$ cat config.mk
export PLATFORM = sky130hd
export DESIGN_NAME = pulse_scheduler
export DESIGN_NICKNAME = d
export VERILOG_FILES = /design/src/rtl/pulse_scheduler.sv
export SDC_FILE = /design/constraint.sdc
export NUM_CORES = 1
export LEC_CHECK = 0
export BUFFER_PORTS_ARGS = -buffer_cell sky130_fd_sc_hd__buf_2
export CAP_MARGIN = 20
export CORE_MARGIN = 3
export CORE_UTILIZATION = 51
export CTS_BUF_LIST = sky130_fd_sc_hd__clkbuf_4 sky130_fd_sc_hd__clkbuf_8 sky130_fd_sc_hd__clkbuf_16
export DETAILED_ROUTE_END_ITERATION = 8
export PLACE_DENSITY = 0.86
export SETUP_SLACK_MARGIN = 0.3
export SLEW_MARGIN = 20
export SYNTH_ARGS = -nofsm -noshare
export SYNTH_HDL_FRONTEND = slang
export SYNTH_SLANG_ARGS = --single-unit
$ cat constraint.sdc
create_clock -name clock -period 3 [get_ports clock]
set_input_delay 0.15 -clock clock [delete_from_list [all_inputs] [get_ports clock]]
set_output_delay 0.15 -clock clock [all_outputs]
set_load 0.02 [all_outputs]
$ cat src/rtl/pulse_scheduler.sv
// Round-robin front end for a shared pulse_generator: loads a requester's pattern,
// lets it rotate for WIDTH x repeat clocks, then flushes it with zeros and reports completion.
module pulse_scheduler #(
  parameter int WIDTH = 16,
  parameter int CNT_W = 8
) (
  input  logic             clock,
  input  logic             reset,
  input  logic             req0_valid,
  input  logic [WIDTH-1:0] req0_pattern,
  input  logic [CNT_W-1:0] req0_repeat,
  output logic             req0_ready,
  input  logic             req1_valid,
  input  logic [WIDTH-1:0] req1_pattern,
  input  logic [CNT_W-1:0] req1_repeat,
  output logic             req1_ready,
  output logic [WIDTH-1:0] gen_in,
  output logic             gen_load,
  output logic             busy,
  output logic             grant_id,
  output logic             done,
  output logic             done_id
);

  localparam int BIT_W = (WIDTH > 1) ? $clog2(WIDTH) : 1;
  localparam logic [BIT_W-1:0] BIT_LAST = BIT_W'(WIDTH - 1);

  localparam logic [1:0] S_IDLE = 2'd0;
  localparam logic [1:0] S_LOAD = 2'd1;
  localparam logic [1:0] S_RUN  = 2'd2;
  localparam logic [1:0] S_DONE = 2'd3;

  logic [1:0]       state;
  logic             last_grant;
  logic             grant_q;
  logic [BIT_W-1:0] bit_cnt;
  logic [CNT_W-1:0] rep_cnt;
  logic [WIDTH-1:0] pat_q;
  logic [CNT_W-1:0] rep_q;

  logic             idle;
  logic             winner;
  logic             accept;
  logic             bit_wrap;
  logic             run_last;
  logic [CNT_W-1:0] sel_repeat;

  // Arbitration: a lone requester wins; on a tie the one not served last wins.
  always_comb begin
    idle       = (state == S_IDLE);
    winner     = (req0_valid && req1_valid) ? ~last_grant : req1_valid;
    req0_ready = reset && idle && req0_valid && !winner;
    req1_ready = reset && idle && req1_valid && winner;
    accept     = req0_ready || req1_ready;
    sel_repeat = winner ? req1_repeat : req0_repeat;
    bit_wrap   = (bit_cnt == BIT_LAST);
    run_last   = bit_wrap && (rep_cnt == rep_q - CNT_W'(1));
  end

  always_ff @(posedge clock or negedge reset) begin
    if (!reset) begin
      state      <= S_IDLE;
      last_grant <= 1'b1;
      grant_q    <= 1'b0;
      bit_cnt    <= '0;
      rep_cnt    <= '0;
    end else begin
      case (state)
        S_IDLE: begin
          if (accept) begin
            grant_q    <= winner;
            last_grant <= winner;
            state      <= S_LOAD;
          end
        end
        S_LOAD: begin
          bit_cnt <= '0;
          rep_cnt <= '0;
          state   <= S_RUN;
        end
        S_RUN: begin
          if (run_last) begin
            state <= S_DONE;
          end else if (bit_wrap) begin
            bit_cnt <= '0;
            rep_cnt <= rep_cnt + CNT_W'(1);
          end else begin
            bit_cnt <= bit_cnt + BIT_W'(1);
          end
        end
        S_DONE:  state <= S_IDLE;
        default: state <= S_IDLE;
      endcase
    end
  end

  // Job data only matters once a job is accepted, so it carries no reset.
  always_ff @(posedge clock) begin
    if (accept) begin
      pat_q <= winner ? req1_pattern : req0_pattern;
      rep_q <= (sel_repeat == '0) ? CNT_W'(1) : sel_repeat;
    end
  end

  always_comb begin
    busy     = (state != S_IDLE);
    gen_load = (state == S_LOAD) || (state == S_DONE);
    gen_in   = ((state == S_LOAD) || (state == S_RUN)) ? pat_q : '0;
    done     = (state == S_DONE);
    done_id  = done && grant_q;
    grant_id = grant_q;
  end

endmodule

# Word level (Yosys, flattened, before mapping)
# Index checks and enable logic that the tools add are counted.
dict set report word_totals {
  register_bits 40
  latchBits 0
  ramBits 0
  mem_bits_ro 0
  output_inout_bits 23
  mem_count 0
}
dict set report classes {
  addsub 3
  mul 0
  n_div 0
  magnitude_cmp 0
  eq_ne 9
  n_shift 0
  mux 13
  bitwise_logic 1
  reduce_logical 20
}
# operator count
set ops {}
lappend ops {{16-bit two-way mux} 2}
lappend ops {{8-bit two-way mux} 3}
lappend ops {{8-bit one-hot mux with 2 select lines} 1}
lappend ops {{8-bit by 1-bit adder with 8-bit output (second input constant)} 1}
lappend ops {{8-bit equality test} 1}
lappend ops {{1-bit logical AND} 8}
lappend ops {{8-bit logical NOT} 1}
lappend ops {{4-bit two-way mux} 2}
lappend ops {{2-bit one-hot mux with 4 select lines} 1}
lappend ops {{4-bit one-hot mux with 2 select lines} 1}
lappend ops {{8-bit by 1-bit subtractor with 8-bit output (second input constant)} 1}
lappend ops {{2-bit inequality test (second input constant)} 3}
lappend ops {{2-bit AND reduction} 3}
lappend ops {{4-bit by 1-bit adder with 4-bit output (second input constant)} 1}
lappend ops {{2-bit equality test (second input constant)} 2}
lappend ops {{4-bit equality test (second input constant)} 1}
lappend ops {{2-bit two-way mux} 2}
lappend ops {{2-bit nonzero test} 2}
lappend ops {{1-bit logical OR} 3}
lappend ops {{3-bit AND reduction} 1}
lappend ops {{2-bit by 1-bit equality test with 1-bit output (second input constant)} 1}
lappend ops {{2-bit logical NOT} 1}
lappend ops {{2-bit by 1-bit inequality test with 1-bit output (second input constant)} 1}
lappend ops {{1-bit logical NOT} 1}
lappend ops {{2 further kinds} 2}

# Depth between registers and ports, before layout
# Gate-level depths: netlist of run 1.
dict set report logic_depth {
  depth_word 7
  mapped_depth 9
}

# Least setup slack after synthesis of run 1
# Ideal clock, no wire load.
dict set report synth_path {
  kind {register to register}
  start {register rep_q[0]}
  end {register state[1]}
  arrival_time_ns 2.332
  required_ns 2.875
  slack_ns 0.543
  path_stages_with_launch 9
  path_buffers 0
  synth_period_minus_slack_ns 2.457
  cell_sequence {edfxtp_1 > inv_1 > ha_1 > or3b_1 > nor4_2 > o211ai_1 > a311oi_4 > o22a_1 > mux2_2}
}
dict set report synth_between {
  elab_chain_cells 5
}
# item line_no
set synth_rtl {}
lappend synth_rtl {{start: declaration} 39} ;# logic [CNT_W-1:0] rep_q;
lappend synth_rtl {{start signal: assignment} 101} ;# rep_q <= (sel_repeat == '0) ? CNT_W'(1) : sel_repeat;
lappend synth_rtl {{8-bit by 1-bit subtractor with 8-bit output} 57} ;# run_last = bit_wrap && (rep_cnt == rep_q - CNT_W'(1));
lappend synth_rtl {{8-bit equality test} 57}
lappend synth_rtl {{1-bit logical AND} 57}
lappend synth_rtl {{2-bit inequality test (no source line)} -}
lappend synth_rtl {{2-bit AND reduction (no source line)} -}
lappend synth_rtl {{end signal: assignment} 62} ;# state <= S_IDLE;
lappend synth_rtl {{end signal: assignment} 73} ;# state <= S_LOAD;
lappend synth_rtl {{end signal: assignment} 79} ;# state <= S_RUN;
lappend synth_rtl {{end: declaration} 33} ;# logic [1:0] state;
# Every way passes these cells.
# A chain may end at the register's enable or synchronous reset.

# Final worst setup path of run 1
dict set report layout_path {
  start {register rep_q[1]}
  end {register rep_cnt[4]}
}
dict set report layout_between {
  elab_chain_cells 5
}
# item line_no
set layout_rtl {}
lappend layout_rtl {{8-bit by 1-bit subtractor with 8-bit output} 57}
lappend layout_rtl {{8-bit equality test} 57}
lappend layout_rtl {{1-bit logical AND} 57}
lappend layout_rtl {{2-bit inequality test (no source line)} -}
lappend layout_rtl {{3-bit AND reduction (no source line)} -}
lappend layout_rtl {{end signal: assignment} 86} ;# rep_cnt <= rep_cnt + CNT_W'(1);
lappend layout_rtl {{end: declaration} 37} ;# logic [CNT_W-1:0] rep_cnt;
# Every way passes these cells.

==> impl_metrics.yaml, run 1 <==
global_routing:
  grt_max_degree: 28
  antenna_found_initial: 0
  grt_use_total_pct: 21.1
  grt_pass1_vias: 1943
  overflow: 0
  grt_pass1_wl_mm: 8.98
setup_path:
  cp_slowest_cell: "or4_1"
  path_max_fanout: 14
  start_kind: "flip-flop"
  critPathArrivalTime_ns: 2.81
  slowest_delay_ns: 0.47
  crit_chain: "inv_1 > ha_2 > or3b_4 > o31a_1 > o211ai_1 > a311oi_4 > buf_4 > buf_6 > or4_1 > nand3_1"
  cp-end-kind: "flip-flop"
  path_class: "flip-flop to flip-flop"
  crit_required_ns: 3.24
power_and_ir_drop:
  p_leak_nw: 1.33
  intPower_w: 0.00137
  sw_frac_of_total_pct: 40.3
  combPwrFrac_pct: 45.8
  switchingPower_w: 0.000927
  power.share.clock_pct: 19.6
  p_seq_share_pct: 34.7
  peakVddDrop_mv: 0.523
  p_per_area_mw_per_mm2: 764
  finalPower_w: 0.00230
synth:
  async_flop_share_pct: 40.0
  synthMuxAreaShare_pct: 12.8
  synthSimpleGateAreaFrac_pct: 19.1
  synth_top_family_by_area: "simple AND/OR/NAND/NOR gates"
  synth_xor_area_share_pct: 2.52
  synth_compound_area_share_pct: 12.5
  synth-edff-count: 24
  avgSynthCellArea_um2: 11.0
  synth_fa_ha_area_share_pct: 3.60
  synth_top_area_cell: "edfxtp_1"
  synth-seq-cells: 40
  yosysWarnings: 0
  syn-num-nets: 281
  synth.distinct_cells: 49
  synth_area_mm2: 0.00244
  synth_top_area_share_pct: 29.6
  synthCells: 222
  netlist_top_cells_area: "edfxtp_1, dfrtp_1, mux2_2"
  synth_flop_cell: "edfxtp_1"
  ys_seq_area_share_pct: 46.1
placed_design:
  hpwl_mm: 4.11
  port_buffers: 74
  dp_slack_ns: 0.361
  place_congestion: 0.849
cells_and_area:
  multi_input_area_mm2: 0.00124
  regArea_mm2: 0.00112
  antenna_cells: 0
  fin_util_pct: 67.2
  nFillCells: 309
  finalNetCount: 359
  drive_gt1_share_pct: 40.5
  area_delta_synth_final_pct: 23.5
  final_common_cell: "buf_2"
  mostFrequentLayoutCells: "buf_2, mux2_2, edfxtp_1, and2_1"
floorplanning:
  fp-row-count: 24
  die_w_um: 75.1
  die_area_mm2: 0.00564
  core_area_mm2: 0.00447
  die_y_um: 75.1
  io_pins: 75
  initial_core_util_pct: 54.4
clocking:
  root_buffer: "clkbuf_8"
  clk_path_buf_depth: 2
  numCtsBuffers: 5
  cts_tree: "done"
  ctsHtreeMaxLevel: 2
  clkLatencyLatePin_ns: 0.30
  clk_pin_slew_worst_paths_ns: 0.08
  numClockSinks: 40
timing:
  hold_violations: 0
  fin_skew_ns: 0.00550
  worst_pin_slew_ns: 0.881
  relSlewSlack_pct: 41.3
  fin_crit_ns: 2.57
  finalWorstSetupSlack_ns: 0.426
  fin_crit_sh_pct: 85.8
  timing.hold.ws_ns: 0.0948
  fmax_ghz: 0.388
  setup_violations: 0
  final_max_slew_viol_count: 0
  setup_tns_ns: 0
  rsz0062_at_grt: "false"
route:
  viasPerCell: 5.76
  wl_mm: 5.55
  via_count: 2034
  postRouteAntennaNets: 0
  drt_iter0_drc: 155
  first_pass_iters: 4
  routedWlPerCell_um: 15.7
  remaining_drc_errors: 0
run_status:
  status: "finished, final reports clean"
run:
  maxCapViolCount: 0
worst_hold_path:
  holdCritPathClass: "input pin to flip-flop"
cell usage after synthesis (5+ instances only):
cell	n
a21oi_1	6
clkbuf_1	7
nor3_1	7
inv_1	10
dfrtp_1	15
ha_1	7
edfxtp_1	24
nand2_1	10
nand3_1	15
nor2_1	8
xnor2_1	5
and2_1	17
o211ai_1	5
mux2_2	25
and3_1	5
power groups by stage:
stage	logic, W	registers (W)	clock network, W
floorplan	0.000725	0.000796	0
global placement	0.00103	0.000802	0
detailed placement	0.00105	0.000810	0
CTS	0.00106	0.000799	0.000458
global route	0.00116	0.000811	0.000478
finish	0.00105	0.000797	0.000450
per-layer routing:
metal  share of wire, %  global-route usage [%]
met5                  0                       0
met4                1.7                    8.70
met3                8.4                    7.48
met2                 52                    35.1
met1                 38                    24.8
registers in the layout, indices dropped and copies added (netlist names):
name        cells
state           2
rep_cnt         8
pat_q          16
rep_q           8
last_grant      1
bit_cnt         4
grant_id        1
cells by family after synthesis:
| family | count (synthesis) |
|---|---|
| AOI/OAI and AO/OA | 39 |
| xor gates and xnor gates | 7 |
| adders and majority gates | 7 |
| buffers and inverters | 21 |
| DFF | 40 |
| muxes | 28 |
| and+or+nand+nor | 80 |
cell type report:
| class | count | area share (%) |
|---|---|---|
| multi-input cells | 161 | 41.2 |
| flip-flops and latches | 40 | 37.3 |
| repair buffers | 81 | 14.3 |
| clock buffers | 6 | 2.54 |
| well taps | 52 | 2.16 |
| inverters | 11 | 1.37 |
| clock inverters | 2 | 1.16 |
through the flow:
stage / area, um2 / std cells
3_5_place_dp: 2860 / 341
3_3_place_gp: 2860 / 341
4_1_cts: 2980 / 350
5_1_grt: 3010 / 353
2_1_floorplan: 2440 / 222
6_report: 3010 / 353
path summary, 6_finish.rpt:
kind,start,to,slack (ns),depth (start not counted)
hold reg to reg,last_grant,last_grant,0.50,2
min in group asynchronous,reset,bit_cnt[2],0.32,2
max in group asynchronous,reset,last_grant,2.34,2
setup / recovery,rep_q[1],rep_cnt[4],0.43,10
setup reg to reg,rep_q[1],rep_cnt[4],0.43,10
hold / removal,req1_valid,last_grant,0.09,3
what timing repair did:
item,in CTS,in global routing
hold buffers,1,0
setup buffers,0,3
gates resized for setup,0,3
endpoints found under the hold margin,15,0
endpoints found under the setup margin,0,6
critical path, delay by kind of cell, from the launching register on:
| family | cells | cell delay, ns |
|---|---|---|
| adder cells (fa/ha/maj) | 1 | 0.18 |
| AO/OA/AOI/OAI | 3 | 0.56 |
| buffers and inverters | 3 | 0.39 |
| AND/OR/NAND/NOR | 3 | 0.95 |
| flip-flops | 1 | 0.44 |
No activity file was read; power rests on OpenSTA's default activity.
==> inputs of run 2 (changes only) <==
--- a/config.mk
+++ b/config.mk
@@ -5,8 +5,9 @@
 export SDC_FILE = /design/constraint.sdc
 export NUM_CORES = 1
 export LEC_CHECK = 0
-export BUFFER_PORTS_ARGS = -buffer_cell sky130_fd_sc_hd__buf_2
+export BUFFER_PORTS_ARGS = -buffer_cell sky130_fd_sc_hd__buf_4
 export CAP_MARGIN = 20
+export CORE_ASPECT_RATIO = 1.75
 export CORE_MARGIN = 3
 export CORE_UTILIZATION = 51
 export CTS_BUF_LIST = sky130_fd_sc_hd__clkbuf_4 sky130_fd_sc_hd__clkbuf_8 sky130_fd_sc_hd__clkbuf_16
==> run 2 against run 1 <==
Net effect: first-iteration DRC count shrank 75%; wire length grew 6.3%; total power up 3.1%; worst setup slack got worse by 0.087 ns; via count up 2.5%; combinational power rose by 12%; critical endpoint is now state[1]; largest cell class unchanged; largest power group unchanged.
==> impl_metrics.yaml, run 2 (synthesis results as in run 1) <==
run_status:
  status: "finished, final reports clean"
power_and_ir_drop:
  p_leak_nw: 1.40
  p_per_area_mw_per_mm2: 738
  peakVddDrop_mv: 0.656
clocking:
  clkLatencyLatePin_ns: 0.30
  numClockSinks: 40
  ctsHtreeMaxLevel: 2
  cts_tree: "done"
  clk_path_buf_depth: 2
  numCtsBuffers: 5
  root_buffer: "clkbuf_8"
  clk_pin_slew_worst_paths_ns: 0.07
setup_path:
  crit_required_ns: 3.17
  cp-end-kind: "flip-flop"
  path_class: "flip-flop to flip-flop"
  critPathArrivalTime_ns: 2.83
  r2r_slack_ns: 0.34
  path_max_fanout: 5
  cp_slowest_cell: "edfxtp_1"
  crit_chain: "inv_1 > ha_1 > or3b_4 > nor4_4 > o211ai_1 > a311oi_4 > buf_4 > o22a_1 > mux2_2"
  critPathTopFamily: "compound AO/OA/AOI/OAI gates"
  worst-path-buf-inv: 2
  start_kind: "flip-flop"
  slowest_delay_ns: 0.45
cells_and_area:
  area_delta_synth_final_pct: 31.8
  fin_area_mm2: 0.00321
  antenna_cells: 0
  largest_register_ffs: 16
  top_regs: "pat_q x16, rep_cnt x8, rep_q x8"
  drive_gt1_share_pct: 41.0
  final_common_cell: "buf_4"
  finalNetCount: 363
  mostFrequentLayoutCells: "buf_4, mux2_2, edfxtp_1, and2_1"
  regMostFlops: "pat_q"
route:
  wl_mm: 5.90
  wl_met2_mm: 3.14
  via_count: 2085
  top_layer: "met4"
  postRouteAntennaNets: 0
  viasPerCell: 5.86
  drt_iter0_drc: 39
  routedWlPerCell_um: 16.6
  remaining_drc_errors: 0
  first_pass_iters: 4
  wl_met3_um: 413
  route.layer.met1.wl_mm: 2.11
worst_hold_path:
  holdCritPathClass: "input pin to flip-flop"
placed_design:
  hpwl_mm: 4.40
  place_congestion: 0.761
  port_buffers: 74
  place_area_mm2: 0.00305
global_routing:
  grt_use_total_pct: 21.8
  overflow: 0
  grt_pass1_vias: 2138
  grt_max_degree: 25
  grt_pass1_wl_mm: 9.58
  antenna_found_initial: 0
floorplanning:
  die_w_um: 58.2
  core_area_mm2: 0.00452
  io_pins: 75
  initial_core_util_pct: 53.8
  fp-row-count: 32
  die_y_um: 97.4
  die_area_mm2: 0.00567
timing:
  hold_violations: 0
  relSlewSlack_pct: 71.7
  fin_skew_ns: 0.0129
  rsz0062_at_grt: "false"
  setup_tns_ns: 0
  fin_crit_ns: 2.66
  final_max_slew_viol_count: 0
  fmax_ghz: 0.376
  fin_crit_sh_pct: 88.7
  timing.hold.ws_ns: 0.101
  worst_pin_slew_ns: 0.414
  setup_violations: 0
run:
  maxCapViolCount: 0
## run 2: area by class of cell
| type | instances | area, um2 |
|---|---|---|
| multi-input cells | 161 | 1240 |
| repair buffers | 85 | 641 |
| flip-flops and latches | 40 | 1120 |
| inverters | 11 | 41.3 |
| fillers | 315 | 1310 |
| clock buffers | 8 | 97.6 |
| well taps | 51 | 63.8 |
## run 2: timing repair
item	CTS	global route
hold endpoints to repair	16	0
buffers inserted	0	6
setup endpoints to repair	1	7
pin swaps	1	1
hold buffers	1	0
cloned	0	0
gates resized for setup	0	2
## run 2: worst paths after layout
path                            start          to  depth (start not counted)
min reg2reg                last_grant  last_grant                          2
max reg2reg                  rep_q[1]    state[1]                          9
min in group asynchronous       reset    grant_id                          2
max in group asynchronous       reset  last_grant                          2
min                        req1_valid  last_grant                          3
max                          rep_q[1]    state[1]                          9
## run 2: metrics by stage
stage	setup slack (ns)	std cells	power (W)	utilization, %
after global placement	0.442	341	0.00196	67.3
final	0.339	356	0.00237	71.0
after floorplan	0.543	222	0.00152	-
after CTS	0.341	350	0.00238	69.7
after global routing	0.262	356	0.00252	71.0
after detailed placement	0.346	341	0.00198	67.3
## run 2: where the power goes
| group | switching, W | internal, W | leakage [nW] |
|---|---|---|---|
| Clock | 0.000186 | 0.000206 | 0.0523 |
| Combinational | 0.000664 | 0.000515 | 0.918 |
| Sequential | 0.0000837 | 0.000717 | 0.430 |
## run 2: routing by layer
metal | vias to the layer above | GRT usage, %
met5 | - | 0
met4 | 0 | 11.3
met3 | 22 | 6.25
met2 | 94 | 38.0
met1 | 972 | 22.7
li1 | 997 | -
## run 2: worst register-to-register path, delay by kind of cell, from the launching register on
kind | cells | cell delay, ns
AOI/OAI and AO/OA | 3 | 0.69
adders and majority gates | 1 | 0.19
buffers and inverters | 2 | 0.29
DFF | 1 | 0.45
muxes | 1 | 0.33
and+or+nand+nor | 2 | 0.58
==> inputs of run 3 (changes only) <==
==> constraint.sdc (replaced) <==
create_clock -name clock -period 2.8 [get_ports clock]
set_input_delay 0.14 -clock clock [delete_from_list [all_inputs] [get_ports clock]]
set_output_delay 0.14 -clock clock [all_outputs]
set_load 0.02 [all_outputs]
==> run 3 against run 2 <==
Net effect: total power grew 6.3%; combinational power is 8% higher; worst setup slack lost 0.0019 ns; die area is the same; register-to-register slack about the same; design area fell by 0.31%; flip-flop and latch count stayed put; clock skew increased by 0.0035 ns; wire length down 1.4%; critical endpoint unchanged; largest power group unchanged.
==> impl_metrics.yaml, run 3 (synthesis results as in run 1) <==
worst_hold_path:
  holdCritPathClass: "input pin to flip-flop"
  whs_endpoint: "last_grant"
  worstHoldPathCells: 3
  holdCritStartpoint: "req1_valid"
timing:
  worst_pin_slew_ns: 0.443
  fin_crit_sh_pct: 88.0
  final_max_slew_viol_count: 0
  relSlewSlack_pct: 70.5
  fin_crit_ns: 2.46
  setup_tns_ns: 0
  hold_violations: 0
  fmax_ghz: 0.406
  setup_violations: 0
  rsz0062_at_grt: "true"
  fin_skew_ns: 0.0164
  finalWorstSetupSlack_ns: 0.337
placed_design:
  place_congestion: 0.756
  dp_slack_ns: 0.212
  port_buffers: 74
  hpwl_mm: 4.36
floorplanning:
  die_y_um: 97.4
  die_w_um: 58.2
  initial_core_util_pct: 53.8
  fp-row-count: 32
  die_area_mm2: 0.00567
  io_pins: 75
  core_area_mm2: 0.00452
cells_and_area:
  drive_gt1_share_pct: 41.1
  multi_input_area_mm2: 0.00125
  final_common_cell: "buf_4"
  finalNetCount: 362
  regArea_mm2: 0.00112
  antenna_cells: 0
  top_regs: "pat_q x16, rep_cnt x8, rep_q x8"
  regMostFlops: "pat_q"
  mostFrequentLayoutCells: "buf_4, mux2_2, edfxtp_1, and2_1"
  area_delta_synth_final_pct: 31.4
  largest_register_ffs: 16
  nFillCells: 315
route:
  via_count: 2093
  remaining_drc_errors: 0
  routedWlPerCell_um: 16.4
  drt_iter0_drc: 46
  first_pass_iters: 4
  postRouteAntennaNets: 0
  viasPerCell: 5.90
  wl_mm: 5.81
setup_path:
  r2r_slack_ns: 0.34
  path_max_fanout: 3
  path_class: "flip-flop to flip-flop"
  crit_required_ns: 2.98
  critPathArrivalTime_ns: 2.65
  regToRegStartpoint: "rep_q[1]"
  reg2regPathDepth: 9
  start_kind: "flip-flop"
  cp-end-kind: "flip-flop"
  r2r_end: "state[1]"
global_routing:
  grt_max_degree: 24
  gr-usage-met3_pct: 6.91
  antenna_found_initial: 0
  grt_use_total_pct: 21.4
  use_met2_pct: 38.0
  met1_usage_pct: 21.8
  overflow: 0
  grt_pass1_vias: 2079
  gr-max-usage-layer: "met2"
  grt_pass1_wl_mm: 9.34
clocking:
  cts_tree: "done"
  numClockSinks: 40
  clkLatencyLatePin_ns: 0.29
  root_buffer: "clkbuf_8"
  ctsHtreeMaxLevel: 2
  clk_path_buf_depth: 2
  numCtsBuffers: 5
  clk_pin_slew_worst_paths_ns: 0.08
power_and_ir_drop:
  p_leak_nw: 1.39
  peakVddDrop_mv: 0.691
  p_per_area_mw_per_mm2: 787
run:
  maxCapViolCount: 0
run_status:
  status: "finished, final reports clean"
run 3: cell count changes in the layout (fill, tap and decap cells not counted), sizes merged:
cell	delta
buf	-1
clkinv	+1
clkbuf	-1
run 3: worst max-delay path, stage by stage, from the launching register on:
cell and delay, ns:
edfxtp_1 0.44, inv_1 0.09, ha_2 0.17, or3b_4 0.41, nor4_4 0.13, o211ai_1 0.15, a311oi_4 0.30, buf_4 0.20
o22a_1 0.15, mux2_2 0.33
run 3: stage by stage:
stage	utilization (%)	cells	total power (W)	hold slack, ns	instance area (um2)
floorplan	-	222	0.00163	-0.156	2440
global placement	67.7	343	0.00211	0.0267	3060
detailed placement	67.7	343	0.00214	0.0260	3060
CTS	70.2	354	0.00253	0.0832	3180
global route	70.7	355	0.00268	0.120	3200
finish	70.7	355	0.00252	0.0883	3200
run 3: power by group:
group	leakage (nW)	switching, W	internal (W)
clock	0.0491	0.000197	0.000194
sequential	0.430	0.0000888	0.000768
combinational	0.911	0.000721	0.000551
run 3: repair_timing:
item | in CTS | in global routing
setup endpoints to repair | 4 | 7
hold buffers | 1 | 0
resized for setup | 0 | 4
pin swaps | 2 | 3
hold endpoints to repair | 16 | 0
buffers inserted | 2 | 1
run 3: per-layer routing:
layer,up-vias,wire [um]
met3,14,433
met4,0,172
met2,90,3160
li1,998,-
met5,-,0
met1,991,2050
run 3: final cells by class:
type / count / area share (%)
clock inverters: 1 / 0.156
inverters: 11 / 1.29
repair buffers: 84 / 19.9
well taps: 51 / 1.99
flip-flops and latches: 40 / 35.1
clock buffers: 7 / 2.62
multi-input cells: 161 / 39.0
run 3: worst max-delay path by stage:
stage,end,cells after the start,startpoint
final,state[1],9,rep_q[1]
after CTS,rep_cnt[4],9,rep_q[1]
after detailed placement,rep_cnt[1],9,rep_q[1]
after global routing,rep_cnt[4],9,rep_q[1]
after global placement,rep_cnt[1],9,rep_q[1]
after floorplan,state[1],8,rep_q[0]
